<file path="src/rtl/maxi_pkg.sv">
`default_nettype none
// +------------------------------------------------------------------+
// | maxi_pkg : shared widths, response codes and FSM encodings       |
// | Rev 1.0                                                          |
// +------------------------------------------------------------------+
package maxi_pkg;

   localparam int ID_W   = 12;
   localparam int LEN_W  = 4;
   localparam int DATA_W = 32;
   localparam int ADDR_W = 32;

   localparam logic [1:0] RESP_OKAY   = 2'b00;
   localparam logic [1:0] RESP_SLVERR = 2'b10;

   typedef logic [0:0] rd_state_t;
   typedef logic [1:0] wr_state_t;

   localparam rd_state_t RIDLE  = 1'b0;
   localparam rd_state_t RBURST = 1'b1;

   localparam wr_state_t WIDLE = 2'd0;
   localparam wr_state_t WDATA = 2'd1;
   localparam wr_state_t WRESP = 2'd2;

   function automatic logic addr_err(input logic [ADDR_W-1:0] addr,
                                     input logic [ADDR_W-1:0] mask);
      return |(addr & mask);
   endfunction

   // Burst index advance; NREG is a power of two so masking gives the wrap.
   function automatic logic [3:0] next_idx(input logic [3:0] idx, input int nreg);
      return (idx + 4'd1) & 4'(nreg - 1);
   endfunction

endpackage
`default_nettype wire

</file>
<file path="src/rtl/maxi_gp_reg_slave_if.sv">
`default_nettype none
// +------------------------------------------------------------------+
// | maxi_gp_reg_slave_if : GP0 AR/AW/W/R/B channel bundle             |
// | Rev 1.0                                                          |
// +------------------------------------------------------------------+
interface maxi_gp_reg_slave_if;
   import maxi_pkg::*;

   logic              ar_ena;
   logic [ADDR_W-1:0] ar_addr;
   logic [ID_W-1:0]   ar_id;
   logic [LEN_W-1:0]  ar_len;
   logic              ar_rdy;

   logic              aw_ena;
   logic [ADDR_W-1:0] aw_addr;
   logic [ID_W-1:0]   aw_id;
   logic [LEN_W-1:0]  aw_len;
   logic              aw_rdy;

   logic              w_ena;
   logic [DATA_W-1:0] w_data;
   logic [ID_W-1:0]   w_id;
   logic              w_last;
   logic              w_rdy;

   logic              r_ena;
   logic [DATA_W-1:0] r_data;
   logic [ID_W-1:0]   r_id;
   logic              r_last;
   logic [1:0]        r_resp;
   logic              r_rdy;

   logic              b_ena;
   logic [ID_W-1:0]   b_id;
   logic [1:0]        b_resp;
   logic              b_rdy;

   modport master (
      output ar_ena, ar_addr, ar_id, ar_len, input ar_rdy,
      output aw_ena, aw_addr, aw_id, aw_len, input aw_rdy,
      output w_ena, w_data, w_id, w_last, input w_rdy,
      input  r_ena, r_data, r_id, r_last, r_resp, output r_rdy,
      input  b_ena, b_id, b_resp, output b_rdy
   );

   modport slave (
      input  ar_ena, ar_addr, ar_id, ar_len, output ar_rdy,
      input  aw_ena, aw_addr, aw_id, aw_len, output aw_rdy,
      input  w_ena, w_data, w_id, w_last, output w_rdy,
      output r_ena, r_data, r_id, r_last, r_resp, input r_rdy,
      output b_ena, b_id, b_resp, input b_rdy
   );

endinterface
`default_nettype wire

</file>
<file path="src/rtl/maxi_gp_reg_slave_reg_file.sv">
`default_nettype none
// +------------------------------------------------------------------+
// | maxi_reg_file : NREG x 32 registers, 1 write / 1 async read port, |
// | index 15 reads a free-running cycle counter. Rev 1.0              |
// +------------------------------------------------------------------+
module maxi_reg_file
   import maxi_pkg::*;
#(
   parameter int NREG = 16
) (
   input  logic              clk,
   input  logic              rst_n,
   input  logic              we,
   input  logic [3:0]        waddr,
   input  logic [DATA_W-1:0] wdata,
   input  logic [3:0]        raddr,
   output logic [DATA_W-1:0] rdata,
   output logic              irq
);

   localparam int IDX_W = $clog2(NREG);

   logic [DATA_W-1:0] regs_q [NREG];
   logic [DATA_W-1:0] regs_d [NREG];
   logic [DATA_W-1:0] cnt_q;
   logic [DATA_W-1:0] cnt_d;

   // Slot 15 belongs to the counter, so writes there are silently dropped.
   always_comb begin
      regs_d = regs_q;
      if (we && (int'(waddr) < NREG) && (waddr != 4'd15)) begin
         regs_d[waddr[IDX_W-1:0]] = wdata;
      end
      cnt_d = cnt_q + 32'd1;
   end

   always_ff @(posedge clk or negedge rst_n) begin
      if (!rst_n) begin
         for (int i = 0; i < NREG; i++) begin
            regs_q[i] <= '0;
         end
         cnt_q <= '0;
      end else begin
         regs_q <= regs_d;
         cnt_q  <= cnt_d;
      end
   end

   always_comb begin
      rdata = '0;
      if (raddr == 4'd15) begin
         rdata = cnt_q;
      end else if (int'(raddr) < NREG) begin
         rdata = regs_q[raddr[IDX_W-1:0]];
      end
   end

   assign irq = regs_q[1][0];

endmodule
`default_nettype wire

</file>
<file path="src/rtl/maxi_gp_reg_slave.sv">
`default_nettype none
// +------------------------------------------------------------------+
// | maxi_gp_reg_slave : GP0 burst slave over a 16 x 32 register file  |
// | Rev 1.0                                                          |
// +------------------------------------------------------------------+
module maxi_gp_reg_slave
   import maxi_pkg::*;
#(
   parameter int                NREG      = 16,
   parameter logic [ADDR_W-1:0] BASE_MASK = 32'h0000_0FC0
) (
   input  logic                CLK,
   input  logic                nRST,
   maxi_gp_reg_slave_if.slave  bus,
   output logic                interrupt
);

   // Holds the address-ready outputs low until the first edge after reset.
   logic live_q, live_d;

   rd_state_t         rstate_q, rstate_d;
   logic [3:0]        ridx_q, ridx_d;
   logic [ID_W-1:0]   rid_q, rid_d;
   logic [LEN_W-1:0]  rcnt_q, rcnt_d;
   logic              rerr_q, rerr_d;

   wr_state_t         wstate_q, wstate_d;
   logic [3:0]        widx_q, widx_d;
   logic [ID_W-1:0]   wid_q, wid_d;
   logic [LEN_W-1:0]  wcnt_q, wcnt_d;
   logic              werr_q, werr_d;
   logic [1:0]        bresp_q, bresp_d;

   logic              ar_fire, r_fire;
   logic              aw_fire, w_fire, b_fire;
   logic              w_id_ok;
   logic              rf_we;
   logic [DATA_W-1:0] rf_rdata;

   assign live_d  = 1'b1;
   assign ar_fire = live_q && (rstate_q == RIDLE) && bus.ar_ena;
   assign r_fire  = (rstate_q == RBURST) && bus.r_rdy;
   assign aw_fire = live_q && (wstate_q == WIDLE) && bus.aw_ena;
   assign w_fire  = (wstate_q == WDATA) && bus.w_ena;
   assign b_fire  = (wstate_q == WRESP) && bus.b_rdy;
   assign w_id_ok = (bus.w_id == wid_q);
   assign rf_we   = w_fire && !werr_q && w_id_ok;

   always_comb begin
      rstate_d = rstate_q;
      ridx_d   = ridx_q;
      rid_d    = rid_q;
      rcnt_d   = rcnt_q;
      rerr_d   = rerr_q;
      case (rstate_q)
         RIDLE: begin
            if (ar_fire) begin
               rstate_d = RBURST;
               ridx_d   = bus.ar_addr[5:2];
               rid_d    = bus.ar_id;
               rcnt_d   = bus.ar_len;
               rerr_d   = addr_err(bus.ar_addr, BASE_MASK);
            end
         end
         RBURST: begin
            if (r_fire) begin
               ridx_d = next_idx(ridx_q, NREG);
               rcnt_d = rcnt_q - 1'b1;
               if (rcnt_q == '0) begin
                  rstate_d = RIDLE;
               end
            end
         end
         default: rstate_d = RIDLE;
      endcase
   end

   // The burst length is authoritative; a misplaced w_last only poisons the response.
   always_comb begin
      wstate_d = wstate_q;
      widx_d   = widx_q;
      wid_d    = wid_q;
      wcnt_d   = wcnt_q;
      werr_d   = werr_q;
      bresp_d  = bresp_q;
      case (wstate_q)
         WIDLE: begin
            if (aw_fire) begin
               wstate_d = WDATA;
               widx_d   = bus.aw_addr[5:2];
               wid_d    = bus.aw_id;
               wcnt_d   = bus.aw_len;
               werr_d   = addr_err(bus.aw_addr, BASE_MASK);
               bresp_d  = RESP_OKAY;
            end
         end
         WDATA: begin
            if (w_fire) begin
               if (!w_id_ok || (bus.w_last != (wcnt_q == '0))) begin
                  bresp_d = RESP_SLVERR;
               end
               widx_d = next_idx(widx_q, NREG);
               wcnt_d = wcnt_q - 1'b1;
               if (wcnt_q == '0) begin
                  wstate_d = WRESP;
               end
            end
         end
         WRESP: begin
            if (b_fire) begin
               wstate_d = WIDLE;
            end
         end
         default: wstate_d = WIDLE;
      endcase
   end

   always_ff @(posedge CLK or negedge nRST) begin
      if (!nRST) begin
         live_q   <= 1'b0;
         rstate_q <= RIDLE;
         ridx_q   <= '0;
         rid_q    <= '0;
         rcnt_q   <= '0;
         rerr_q   <= 1'b0;
         wstate_q <= WIDLE;
         widx_q   <= '0;
         wid_q    <= '0;
         wcnt_q   <= '0;
         werr_q   <= 1'b0;
         bresp_q  <= RESP_OKAY;
      end else begin
         live_q   <= live_d;
         rstate_q <= rstate_d;
         ridx_q   <= ridx_d;
         rid_q    <= rid_d;
         rcnt_q   <= rcnt_d;
         rerr_q   <= rerr_d;
         wstate_q <= wstate_d;
         widx_q   <= widx_d;
         wid_q    <= wid_d;
         wcnt_q   <= wcnt_d;
         werr_q   <= werr_d;
         bresp_q  <= bresp_d;
      end
   end

   maxi_reg_file #(
      .NREG (NREG)
   ) u_reg_file (
      .clk   (CLK),
      .rst_n (nRST),
      .we    (rf_we),
      .waddr (widx_q),
      .wdata (bus.w_data),
      .raddr (ridx_q),
      .rdata (rf_rdata),
      .irq   (interrupt)
   );

   assign bus.ar_rdy = live_q && (rstate_q == RIDLE);
   assign bus.aw_rdy = live_q && (wstate_q == WIDLE);
   assign bus.w_rdy  = (wstate_q == WDATA);

   assign bus.r_ena  = (rstate_q == RBURST);
   assign bus.r_id   = rid_q;
   assign bus.r_last = (rstate_q == RBURST) && (rcnt_q == '0);
   assign bus.r_data = ((rstate_q == RBURST) && !rerr_q) ? rf_rdata : '0;
   assign bus.r_resp = ((rstate_q == RBURST) && rerr_q) ? RESP_SLVERR : RESP_OKAY;

   assign bus.b_ena  = (wstate_q == WRESP);
   assign bus.b_id   = wid_q;
   assign bus.b_resp = (wstate_q != WRESP) ? RESP_OKAY
                     : (werr_q ? RESP_SLVERR : bresp_q);

endmodule
`default_nettype wire

</file>
<file path="src/flat_wrapper.sv">
// flat-port wrapper written by rule: the top's interface ports become plain ports
module maxi_gp_reg_slave_flat import maxi_pkg::*;
#(
   parameter int                NREG      = 16,
   parameter logic [ADDR_W-1:0] BASE_MASK = 32'h0000_0FC0
)
  (CLK, nRST, interrupt, bus_ar_ena, bus_ar_addr, bus_ar_id, bus_ar_len, bus_ar_rdy, bus_aw_ena, bus_aw_addr, bus_aw_id, bus_aw_len, bus_aw_rdy, bus_w_ena, bus_w_data, bus_w_id, bus_w_last, bus_w_rdy, bus_r_ena, bus_r_data, bus_r_id, bus_r_last, bus_r_resp, bus_r_rdy, bus_b_ena, bus_b_id, bus_b_resp, bus_b_rdy);
  maxi_gp_reg_slave_if bus_i ();
  input  logic CLK;
  input  logic nRST;
  output logic interrupt;
  input wire logic [$bits(bus_i.ar_ena)-1:0] bus_ar_ena;
  input wire logic [$bits(bus_i.ar_addr)-1:0] bus_ar_addr;
  input wire logic [$bits(bus_i.ar_id)-1:0] bus_ar_id;
  input wire logic [$bits(bus_i.ar_len)-1:0] bus_ar_len;
  output wire logic [$bits(bus_i.ar_rdy)-1:0] bus_ar_rdy;
  input wire logic [$bits(bus_i.aw_ena)-1:0] bus_aw_ena;
  input wire logic [$bits(bus_i.aw_addr)-1:0] bus_aw_addr;
  input wire logic [$bits(bus_i.aw_id)-1:0] bus_aw_id;
  input wire logic [$bits(bus_i.aw_len)-1:0] bus_aw_len;
  output wire logic [$bits(bus_i.aw_rdy)-1:0] bus_aw_rdy;
  input wire logic [$bits(bus_i.w_ena)-1:0] bus_w_ena;
  input wire logic [$bits(bus_i.w_data)-1:0] bus_w_data;
  input wire logic [$bits(bus_i.w_id)-1:0] bus_w_id;
  input wire logic [$bits(bus_i.w_last)-1:0] bus_w_last;
  output wire logic [$bits(bus_i.w_rdy)-1:0] bus_w_rdy;
  output wire logic [$bits(bus_i.r_ena)-1:0] bus_r_ena;
  output wire logic [$bits(bus_i.r_data)-1:0] bus_r_data;
  output wire logic [$bits(bus_i.r_id)-1:0] bus_r_id;
  output wire logic [$bits(bus_i.r_last)-1:0] bus_r_last;
  output wire logic [$bits(bus_i.r_resp)-1:0] bus_r_resp;
  input wire logic [$bits(bus_i.r_rdy)-1:0] bus_r_rdy;
  output wire logic [$bits(bus_i.b_ena)-1:0] bus_b_ena;
  output wire logic [$bits(bus_i.b_id)-1:0] bus_b_id;
  output wire logic [$bits(bus_i.b_resp)-1:0] bus_b_resp;
  input wire logic [$bits(bus_i.b_rdy)-1:0] bus_b_rdy;
  assign bus_i.ar_ena = bus_ar_ena;
  assign bus_i.ar_addr = bus_ar_addr;
  assign bus_i.ar_id = bus_ar_id;
  assign bus_i.ar_len = bus_ar_len;
  assign bus_ar_rdy = bus_i.ar_rdy;
  assign bus_i.aw_ena = bus_aw_ena;
  assign bus_i.aw_addr = bus_aw_addr;
  assign bus_i.aw_id = bus_aw_id;
  assign bus_i.aw_len = bus_aw_len;
  assign bus_aw_rdy = bus_i.aw_rdy;
  assign bus_i.w_ena = bus_w_ena;
  assign bus_i.w_data = bus_w_data;
  assign bus_i.w_id = bus_w_id;
  assign bus_i.w_last = bus_w_last;
  assign bus_w_rdy = bus_i.w_rdy;
  assign bus_r_ena = bus_i.r_ena;
  assign bus_r_data = bus_i.r_data;
  assign bus_r_id = bus_i.r_id;
  assign bus_r_last = bus_i.r_last;
  assign bus_r_resp = bus_i.r_resp;
  assign bus_i.r_rdy = bus_r_rdy;
  assign bus_b_ena = bus_i.b_ena;
  assign bus_b_id = bus_i.b_id;
  assign bus_b_resp = bus_i.b_resp;
  assign bus_i.b_rdy = bus_b_rdy;
  maxi_gp_reg_slave #(.NREG(NREG), .BASE_MASK(BASE_MASK)) u_core (.CLK(CLK), .nRST(nRST), .bus(bus_i), .interrupt(interrupt));
endmodule
</file>
<file path="config.mk">
export PLATFORM = sky130hd
export DESIGN_NAME = maxi_gp_reg_slave_flat
export DESIGN_NICKNAME = d
export VERILOG_FILES = /design/src/rtl/maxi_pkg.sv /design/src/rtl/maxi_gp_reg_slave_if.sv /design/src/rtl/maxi_gp_reg_slave_reg_file.sv /design/src/rtl/maxi_gp_reg_slave.sv /design/src/flat_wrapper.sv
export SDC_FILE = /design/constraint.sdc
export NUM_CORES = 1
export LEC_CHECK = 0
export CAP_MARGIN = 20
export CORE_MARGIN = 1
export CORE_UTILIZATION = 40
export CTS_CLUSTER_DIAMETER = 100
export DETAILED_ROUTE_END_ITERATION = 8
export HOLD_SLACK_MARGIN = 0.02
export SYNTH_ARGS = -nofsm -noshare
export SYNTH_HDL_FRONTEND = slang
export SYNTH_HIERARCHICAL = 1
export SYNTH_SLANG_ARGS = --single-unit
</file>
<file path="constraint.sdc">
create_clock -name CLK -period 5.54 [get_ports CLK]
set_input_delay 0.554 -clock CLK [delete_from_list [all_inputs] [get_ports CLK]]
set_output_delay 0.554 -clock CLK [all_outputs]
set_load 0.1 [all_outputs]
</file>
# Yosys cells after proc, flatten, opt, wreduce, memory -nomap -nowiden
# Cells that the tools add are included.
[classes]
eq_ne = 14
n_addsub = 5
n_reduce_logical = 30
mux = 36
div = 0
bitwise_logic = 3
mul = 0
n_shift = 0
order_cmp = 3
[ops]
columns = ["op", "n"]
rows = [
  ["bitwise mux 512 bit", 1],
  ["2-to-1 mux 32 bit", 5],
  ["binary-select mux 32 bit (select 4 bit)", 1],
  ["demux 32 bit (select 4 bit)", 1],
  ["adder 32 x 1 -> 32 bit (second input constant)", 1],
  ["2-to-1 mux 4 bit", 8],
  ["one-hot mux 4 bit (2 select lines)", 4],
  ["2-to-1 mux 2 bit", 10],
  ["logical AND 1 bit", 14],
  ["equality test 12 bit", 1],
  ["inequality test 2 x 1 -> 1 bit (second input constant)", 6],
  ["OR reduction 6 bit", 2],
  [">= comparator 5 bit (second input constant)", 2],
  ["NOT 4 -> 5 bit", 2],
  ["adder 4 x 1 -> 4 bit (second input constant)", 2],
  ["logical NOT 4 bit", 2],
  ["AND reduction 4 bit", 2],
  ["subtractor 4 x 1 -> 4 bit (second input constant)", 2],
  ["one-hot mux 2 bit (3 select lines)", 1],
  ["AND reduction 2 bit", 3],
  ["less-than comparator 5 x 1 -> 1 bit (second input constant)", 1],
  ["equality test 4 bit (second input constant)", 1],
  ["inequality test 2 bit (second input constant)", 2],
  ["inequality test 4 bit (second input constant)", 1],
  ["12 further kinds", 16],
]
[word_totals]
memories = 0
romBits = 0
in_bits = 148
latch_bits = 0
ramBits = 0
reg_bits = 592

# Logic depth before layout (Yosys ltp)
# Gate-level depths: netlist of run 1.
[logic_depth]
depth_word = 6
ltp_mapped = 11
ltp_nobuf = 8

# Modules after synthesis
# Netlist of run 1, hierarchy kept.
[by_module_without_submodules]
columns = ["module", "seq_area_each_um2", "instances", "area_per_inst_um2", "cells_each"]
rows = [
  ["maxi_reg_file", 13613.1, 1, 24588.6, 1727],
  ["maxi_gp_reg_slave", 1176.1, 1, 2660.1, 258],
]

# Worst setup path before layout of run 1
# OpenSTA, ideal clock, no wires.
[synth_path]
kind = "reg2out"
start = "register u_core.live_q"
end = "output port bus_aw_rdy"
arrival_time_ps = 2641
path_stages_with_launch = 2
slack_ps = 2345
required_ps = 4986
cell_sequence = "dfrtp_1 -> nor3b_1"
[synth_between]
elab_chain_cells = 1
[synth_lines]
columns = ["item", "line", "rtl"]
rows = [
  ["start: declaration", "maxi_gp_reg_slave.sv:19", "logic live_q, live_d;"],
  ["start signal: assignment", "maxi_gp_reg_slave.sv:133", "live_q <= live_d;"],
  ["logical AND 1 bit", "maxi_gp_reg_slave.sv:162", "assign bus.aw_rdy = live_q && (wstate_q == WIDLE);"],
  ["end: declaration", "flat_wrapper.sv:21", "output wire logic [$bits(bus_i.aw_rdy)-1:0] bus_aw_rdy;"],
]
# Every way passes these cells.

# Final worst setup path of run 1
[layout_path]
start = "register u_core.ridx_q[1]"
end = "output port bus_r_data[23]"
[layout_between]
elab_chain_cells = 6
elab_cells_between_ends = 7
classes_between = "eq/ne: 1; mux: 5; bitwise: 1"
[layout_lines]
columns = ["item", "line", "rtl"]
rows = [
  ["start: declaration", "maxi_gp_reg_slave.sv:22", "logic [3:0] ridx_q, ridx_d;"],
  ["start signal: assignment", "maxi_gp_reg_slave.sv:135", "ridx_q <= ridx_d;"],
  ["NOT 4 -> 5 bit (implied by the code)", "maxi_gp_reg_slave_reg_file.sv:54", "rdata = regs_q[raddr[IDX_W-1:0]];"],
  ["binary-select mux 32 bit (select 4 bit)", "maxi_gp_reg_slave_reg_file.sv:54", ""],
  ["2-to-1 mux 32 bit (implied by the code) (2 in a row)", "maxi_gp_reg_slave_reg_file.sv:54", ""],
  ["2-to-1 mux 32 bit *", "maxi_gp_reg_slave_reg_file.sv:51", "if (raddr == 4'd15) begin"],
  ["net u_core.rf_rdata[23]", "maxi_gp_reg_slave.sv:38", "logic [DATA_W-1:0] rf_rdata;"],
  ["2-to-1 mux 32 bit *", "maxi_gp_reg_slave.sv:168", "assign bus.r_data = ((rstate_q == RBURST) && !rerr_q) ? rf_rdata : '0;"],
  ["end: declaration", "flat_wrapper.sv:28", "output wire logic [$bits(bus_i.r_data)-1:0] bus_r_data;"],
]
# The timed path passes the listed nets; every way through them passes the cells marked *. The select of a mux whose other input is x is not followed.

==> impl_summary.log, run 1 <==
[metrics] number of remaining DRC errors: 0
[metrics] Post-Synthesis Mean Instance Area: 13.7 sq um
[metrics] final critical-path share of the clock period: 0.784
[metrics] total length of routed wires: 70400 microns
[metrics] Final GP Congestion: 0.753
[metrics] Critical Path Most Common Cell: buf_4
[metrics] clock network latency to the later pin of the worst-skew pair: 0.61 ns
[metrics] Final Total Pwr: 0.0126 W
[metrics] number of unique standard cell types used by synthesis: 53
[metrics] CTS resizes: 0
[metrics] Arr. time, crit path: 3.79 ns
[metrics] largest area contributor in the synthesized netlist: dfrtp_1
[metrics] Critical Path Sink Type: output pin
[metrics] wire length of the first global-routing pass: 110000 microns
[metrics] die area: 0.0692 sq mm
[metrics] required time of the critical path: 4.99 ns
[metrics] most common cell after layout, fill and taps aside: dfrtp_1
[metrics] power density over the cells: 397 mW/mm^2
[metrics] GRT Resource Usage Total: 0.207
[metrics] 1st-iter DRT viols: 1196
[metrics] dominant register cell in the synthesized netlist: dfrtp_1
[metrics] cells along the critical path: nand3_2 -> buf_4 -> o221ai_1 -> o32a_1 -> and2_1 -> buf_4
[metrics] die height: 263 microns
[metrics] commonest cells after routing, fill and taps aside: dfrtp_1 (587), mux2_2 (506), clkdlybuf4s50_1 (135)
[metrics] max-slew violation count: 0
[metrics] Netlist Area Pre-Place: 0.0272 sq mm
[metrics] largest net degree at the start of global routing: 140
[metrics] area growth from synthesis to final layout: 16.2%
[metrics] count of final hold-check violations: 0
[metrics] clock skew after layout: 0.0204 ns
[metrics] total number of vias: 16600
[metrics] Final Core Density: 0.471
[metrics] worst slew slack as a fraction of its limit: 0.290
[metrics] number of enable-type register cells in the synthesized netlist: 0
[metrics] sum of negative setup slack: 0 ns
[metrics] maximum vdd ir drop: 0.354 mV
[metrics] worst reg2reg startpoint: u_core/wstate_q[1]
[metrics] detailed-route wire length per cell: 23.5 microns
[metrics] launch point of the worst path: u_core/ridx_q[1]
[metrics] result of the run: completed
[metrics] # IOs: 215
[metrics] number of standard cells after synthesis: 1985
[metrics] deepest clock path buffer count: 3
[metrics] minimum clock period: 4.35 ns
[metrics] maximum clock rate: 230 MHz
[metrics] proportion of synthesized flip-flops having asynchronous set or reset: 1.00
[metrics] number of standard-cell rows in the floorplan: 95
[metrics] Buffers on Ports: 168
[metrics] crit path max-delay cell type: dfrtp_4
[metrics] RSZ-0062 raised after global routing: no
[metrics] type of the most critical hold path: reg2reg
[metrics] post-synth top area share: 0.543
[metrics] core region area: 0.0673 sq mm
[metrics] root buffer cell: clkbuf_16
[metrics] vias in the first global route: 17900
[metrics] detailed-route vias per instance: 5.55
[metrics] TritonCTS sink count: 591
[metrics] reported max-cap violation count: 0
[metrics] warnings from Yosys: 6
[metrics] endpoints failing setup: 0
[metrics] Max Fanout on Critical Path: 44
[metrics] Slew @ Worst Pin: 1.06 ns
[metrics] initial core utilization: 0.405
[metrics] post-placement setup slack: 1.42 ns
[metrics] TritonCTS buffer count: 67
[metrics] Final Net Count: 2223
[metrics] CTS tree: yes
[metrics] Worst Setup Path Type: reg2out
[metrics] CTS clock-pin slew for the worst setup and hold paths: 0.06 ns
[metrics] Remaining Overflow, GRT: 0
[metrics] initial antenna violation count: 1
[metrics] Horiz. Die Dim: 263 microns
[metrics] most area-consuming cells after synthesis: dfrtp_1 (54%), mux2_2 (21%), mux4_2 (5.3%)
[metrics] Seq cells post-synth: 591
[metrics] startpoint of the tightest hold check path: u_core/u_reg_file/regs_q[15]
[metrics] H-tree levels: 3
[metrics] number of optimization iterations in the first detailed-route pass: 7
[metrics] leakage power total: 15.1 nW
[metrics] ratio of cells with drive above 1 in the final layout: 0.363
[metrics] final worst slack: 1.19 ns
[metrics] sequential fraction of the synthesis area: 0.543
[metrics] number of nets with antenna violations after routing: 0
[metrics] nature of the critical path startpoint: register
[metrics] Final HPWL DP: 40800 microns
[metrics] highest cell delay on the worst timing path: 0.93 ns
through the flow:
stage / hold WS, ns / std cells / instance area (sq um)
floorplan: 0.258 / 1986 / 27300
global placement: 0.364 / 2872 / 29500
detailed placement: 0.366 / 2872 / 29500
CTS: 0.379 / 2989 / 31700
global route: 0.385 / 2990 / 31700
finish: 0.375 / 2991 / 31700
timing repair:
action	4_1_cts	5_1_grt
buffers inserted	0	0
hold endpoints to repair	73	0
hold buffers	1	0
endpoints found under the setup margin	0	0
state kept, by name (all words and copies together) (netlist names), 4 cells and up:
signal,flops
u_core/ridx_q,4
u_core/u_reg_file/cnt_q,32
u_core/widx_q,4
u_core/wcnt_q,4
u_core/rcnt_q,4
u_core/bus.r_id,12
u_core/u_reg_file/regs_q,511
u_core/bus.b_id,12
cell usage after synthesis (34+ instances only):
| cell type | count |
|---|---|
| and2_1 | 35 |
| mux4_2 | 64 |
| buf_2 | 60 |
| dfrtp_1 | 591 |
| clkbuf_1 | 110 |
| mux2i_1 | 100 |
| mux2_1 | 34 |
| nor2_1 | 57 |
| nand2_1 | 86 |
| mux2_2 | 506 |
| o21ai_0 | 39 |
| a21oi_1 | 44 |
power breakdown:
group	switching, W	leakage (nW)	internal [W]
registers	0.000425	8.14	0.00449
clock network	0.00178	1.05	0.00256
logic	0.00227	5.95	0.00103
final cells by class:
| cell class | count | area (sq um) |
|---|---|---|
| timing repair buffer | 205 | 1960 |
| inverter | 11 | 41.3 |
| clock buffer | 97 | 1930 |
| fill | 5867 | 35600 |
| clock inverter | 19 | 203 |
| antenna | 2 | 5.00 |
| tap | 873 | 1090 |
| multi-input combinational | 1193 | 11600 |
| sequential | 591 | 14800 |
final timing paths:
path	end	slack [ns]	cells past startpoint
max	bus_r_data[23]	1.19	6
min	u_core/u_reg_file/regs_q[15]	0.38	0
max reg2reg	u_core/u_reg_file/regs_q[365]	2.06	9
min reg2reg	u_core/u_reg_file/regs_q[15]	0.38	0
max in group asynchronous	u_core/u_reg_file/regs_q[231]	3.72	3
min in group asynchronous	u_core/bus.b_id[4]	0.50	2
routing by layer:
metal	part of all wire	global-route usage
met4	0.024	0.0632
met5	0	0
met2	0.49	0.340
met1	0.45	0.281
met3	0.038	0.0342
worst max-delay path, delay by kind of cell, from the launching register on:
| kind | cells | cell delay (ns) |
|---|---|---|
| DFF | 1 | 0.93 |
| and+or+nand+nor | 2 | 0.84 |
| buffers and inverters | 2 | 0.78 |
| AOI/OAI and AO/OA | 2 | 0.57 |
cells by family after synthesis:
family          Yosys count  share of synthesized area
xor+xnor                 43                     0.0138
flops                   591                      0.543
mux                     704                      0.313
buf+inv                 202                     0.0339
compound gates          169                     0.0434
other cells               2                   0.000276
fa+ha+maj                 6                    0.00276
simple gates            268                     0.0503
Note: power is estimated with default switching activity, not from simulation.
==> inputs of run 2 (changes only) <==
Clock period 5.54 ns to 4.25 ns, I/O delays scaled along.
==> run 2 against run 1 <==
  * Sequential cell count unchanged
  * Clock power up 29%
  * Worst setup slack got worse by 0.67 ns
  * Hold slack worse by 0.0020 ns
  * Clock skew hardly changed
  * Core utilization grew 0.92 points
  * Register-to-register slack got worse by 1.0 ns
  * First-iteration DRC count down 14%
  * Global-route usage is 0.41 points lower
  * Total power rose by 31%
  * Critical path depth stayed put
  * Critical path type unchanged
  * Critical endpoint is now bus_r_data[3]
  * Largest cell class unchanged
==> impl_summary.log, run 2 (same netlist as run 1, synthesis figures left out) <==
[metrics] result of the run: completed
[metrics] Worst Setup Path Type: reg2out
[metrics] max-slew violation count: 0 (unchanged)
[metrics] RSZ-0062 raised after global routing: no
[metrics] most common cell after layout, fill and taps aside: dfrtp_1
[metrics] power density over the cells: 510 mW/mm^2 (+29%)
[metrics] detailed-route vias per instance: 5.56 (about the same)
[metrics] wire length of the first global-routing pass: 108000 microns (-1.8%)
[metrics] number of optimization iterations in the first detailed-route pass: 5 (-2)
[metrics] type of the most critical hold path: reg2reg
[metrics] detailed-route wire length per cell: 23.1 microns (-2.0%)
[metrics] worst slew slack as a fraction of its limit: 0.283 (-0.00755)
[metrics] TritonCTS buffer count: 66 (-1.5%)
[metrics] count of final hold-check violations: 0 (unchanged)
[metrics] Buffers on Ports: 168 (unchanged)
[metrics] placed instance area: 0.0301 sq mm (+2.1%)
[metrics] deepest clock path buffer count: 3 (unchanged)
[metrics] Arr. time, crit path: 3.30 ns (-0.49 ns)
[metrics] Remaining Overflow, GRT: 0 (unchanged)
[metrics] Design Area, Final: 0.0323 sq mm (+2.0%)
[metrics] sequential fraction of design power: 0.380 (-0.011)
[metrics] endpoints failing setup: 0 (unchanged)
[metrics] TritonCTS sink count: 591 (unchanged)
[metrics] Final Net Count: 2228 (+0.22%)
[metrics] switching fraction of total power: 0.352 (-0.00468)
[metrics] reported max-cap violation count: 0 (unchanged)
[metrics] Final HPWL DP: 41200 microns (+0.87%)
[metrics] worst hold margin: 0.373 ns (-0.00201 ns)
[metrics] required time of the critical path: 3.83 ns (-1.16 ns)
[metrics] die area: 0.0692 sq mm (unchanged)
[metrics] # IOs: 215 (unchanged)
[metrics] largest registers in the final layout: u_core/u_reg_file/regs_q x511, u_core/u_reg_file/cnt_q x32
[metrics] clock network latency to the later pin of the worst-skew pair: 0.60 ns (about the same)
[metrics] combinational group share of total power: 0.279 (+0.016)
[metrics] H-tree levels: 3 (unchanged)
[metrics] commonest cells after routing, fill and taps aside: dfrtp_1 (587), mux2_2 (506), clkdlybuf4s50_1 (135)
[metrics] core region area: 0.0673 sq mm (unchanged)
[metrics] number of standard-cell rows in the floorplan: 95 (unchanged)
[metrics] fill count: 5823 (-0.75%)
[metrics] vias in the first global route: 17800 (-0.45%)
[metrics] die height: 263 microns (unchanged)
[metrics] Top reg by flops: u_core/u_reg_file/regs_q
[metrics] Slew @ Worst Pin: 1.07 ns (+0.0121 ns)
[metrics] Max Fanout on Critical Path: 18 (-59%)
[metrics] largest net degree at the start of global routing: 115 (-18%)
[metrics] root buffer cell: clkbuf_16
[metrics] fraction of power consumed by the clock network: 0.341 (-0.005)
[metrics] Critical Path Sink Type: output pin
[metrics] CTS tree: yes
[metrics] number of flip-flops in the largest register: 511 (unchanged)
[metrics] Sw Pwr: 0.00579 W (+29%)
[metrics] internal power component: 0.0107 W (+32%)
[metrics] 1st-iter DRT viols: 1033 (-14%)
[metrics] number of remaining DRC errors: 0 (unchanged)
[metrics] initial core utilization: 0.405 (unchanged)
[metrics] final critical-path share of the clock period: 0.876
[metrics] nature of the critical path startpoint: register
[metrics] Horiz. Die Dim: 263 microns (unchanged)
[metrics] area growth from synthesis to final layout: 18.5%
[metrics] ratio of cells with drive above 1 in the final layout: 0.366 (+0.00244)
[metrics] total length of routed wires: 69100 microns (-1.8%)
[metrics] GRT Resource Usage Total: 0.203 (-0.00412)
[metrics] minimum clock period: 3.72 ns
[metrics] maximum vdd ir drop: 0.416 mV (+17%)
[metrics] leakage power total: 15.3 nW (+1.1%)
[metrics] CTS clock-pin slew for the worst setup and hold paths: 0.06 ns (about the same)
[metrics] sum of negative setup slack: 0 ns (unchanged)
[metrics] maximum clock rate: 269 MHz
[metrics] number of nets with antenna violations after routing: 0 (unchanged)
[metrics] Final Total Pwr: 0.0165 W (+31%)
[metrics] initial antenna violation count: 2 (+1)
[metrics] total number of vias: 16600 (+0.23%)
[metrics] CTS resizes: 0 (unchanged)
[metrics] slack of the worst reg-to-reg path: 1.05 ns (-1.01 ns)
[metrics] Final GP Congestion: 0.775 (+2.9%)
[metrics] clock skew after layout: 0.0208 ns (+0.000377 ns)
-- run 2: final cells by class --
type	count	area (sq um)	area share
sequential	591	14800	0.458
clock buffer	104	2080	0.0644
timing repair buffer	211	2570	0.0796
tap	873	1090	0.0338
multi-input combinational	1193	11600	0.360
inverter	11	41.3	0.00128
clock inverter	11	66.3	0.00205
antenna	1	2.50	0.0000775
-- run 2: timing repair --
| item | 4_1_cts | 5_1_grt |
|---|---|---|
| setup buffers | 0 | 0 |
| hold buffers | 1 | 0 |
| hold endpoints to repair | 70 | 0 |
-- run 2: path summary, 6_finish.rpt --
path,startpoint,cells past startpoint,end
hold / removal,u_core/u_reg_file/regs_q[7],0,u_core/u_reg_file/regs_q[7]
min in group asynchronous,nRST,2,u_core/widx_q[2]
hold reg to reg,u_core/u_reg_file/regs_q[7],0,u_core/u_reg_file/regs_q[7]
max in group asynchronous,nRST,3,u_core/u_reg_file/regs_q[47]
setup / recovery,u_core/ridx_q[3],6,bus_r_data[3]
setup reg to reg,u_core/bus.b_id[10],7,u_core/u_reg_file/regs_q[505]
-- run 2: stage by stage --
step	worst slack [ns]	util	cells
final	0.527	0.480	2995
after global placement	0.659	0.448	2878
after detailed placement	0.616	0.448	2878
after global routing	0.369	0.480	2995
after CTS	0.471	0.480	2994
after floorplan	1.17	-	1986
-- run 2: routing by layer --
layer,vias up,part of all wire,GRT usage
met5,-,0.00013,0
met3,124,0.043,0.0358
met4,2,0.024,0.0555
met1,8865,0.45,0.278
li1,7330,-,-
met2,326,0.48,0.330
-- run 2: critical path, cell delays in order, from the launching register on --
cell and delay, ns:
dfrtp_2 0.71, nand3_2 0.59, buf_12 0.39, o221ai_1 0.31, o32a_1 0.21, and2_1 0.25
buf_12 0.21
-- run 2: power groups by stage --
stage	Sequential (W)	Clock (W)	Combinational (W)
final	0.00626	0.00561	0.00460
after global routing	0.00630	0.00599	0.00485
after CTS	0.00626	0.00576	0.00465
after detailed placement	0.00636	0	0.00464
after global placement	0.00634	0	0.00461
after floorplan	0.00699	0	0.00247
==> inputs of run 3 (changes only) <==
Settings changed: SLEW_MARGIN set to 20.
==> results of run 3 <==
Same layout as run 2: the final DEF is identical, and so are final timing and power.
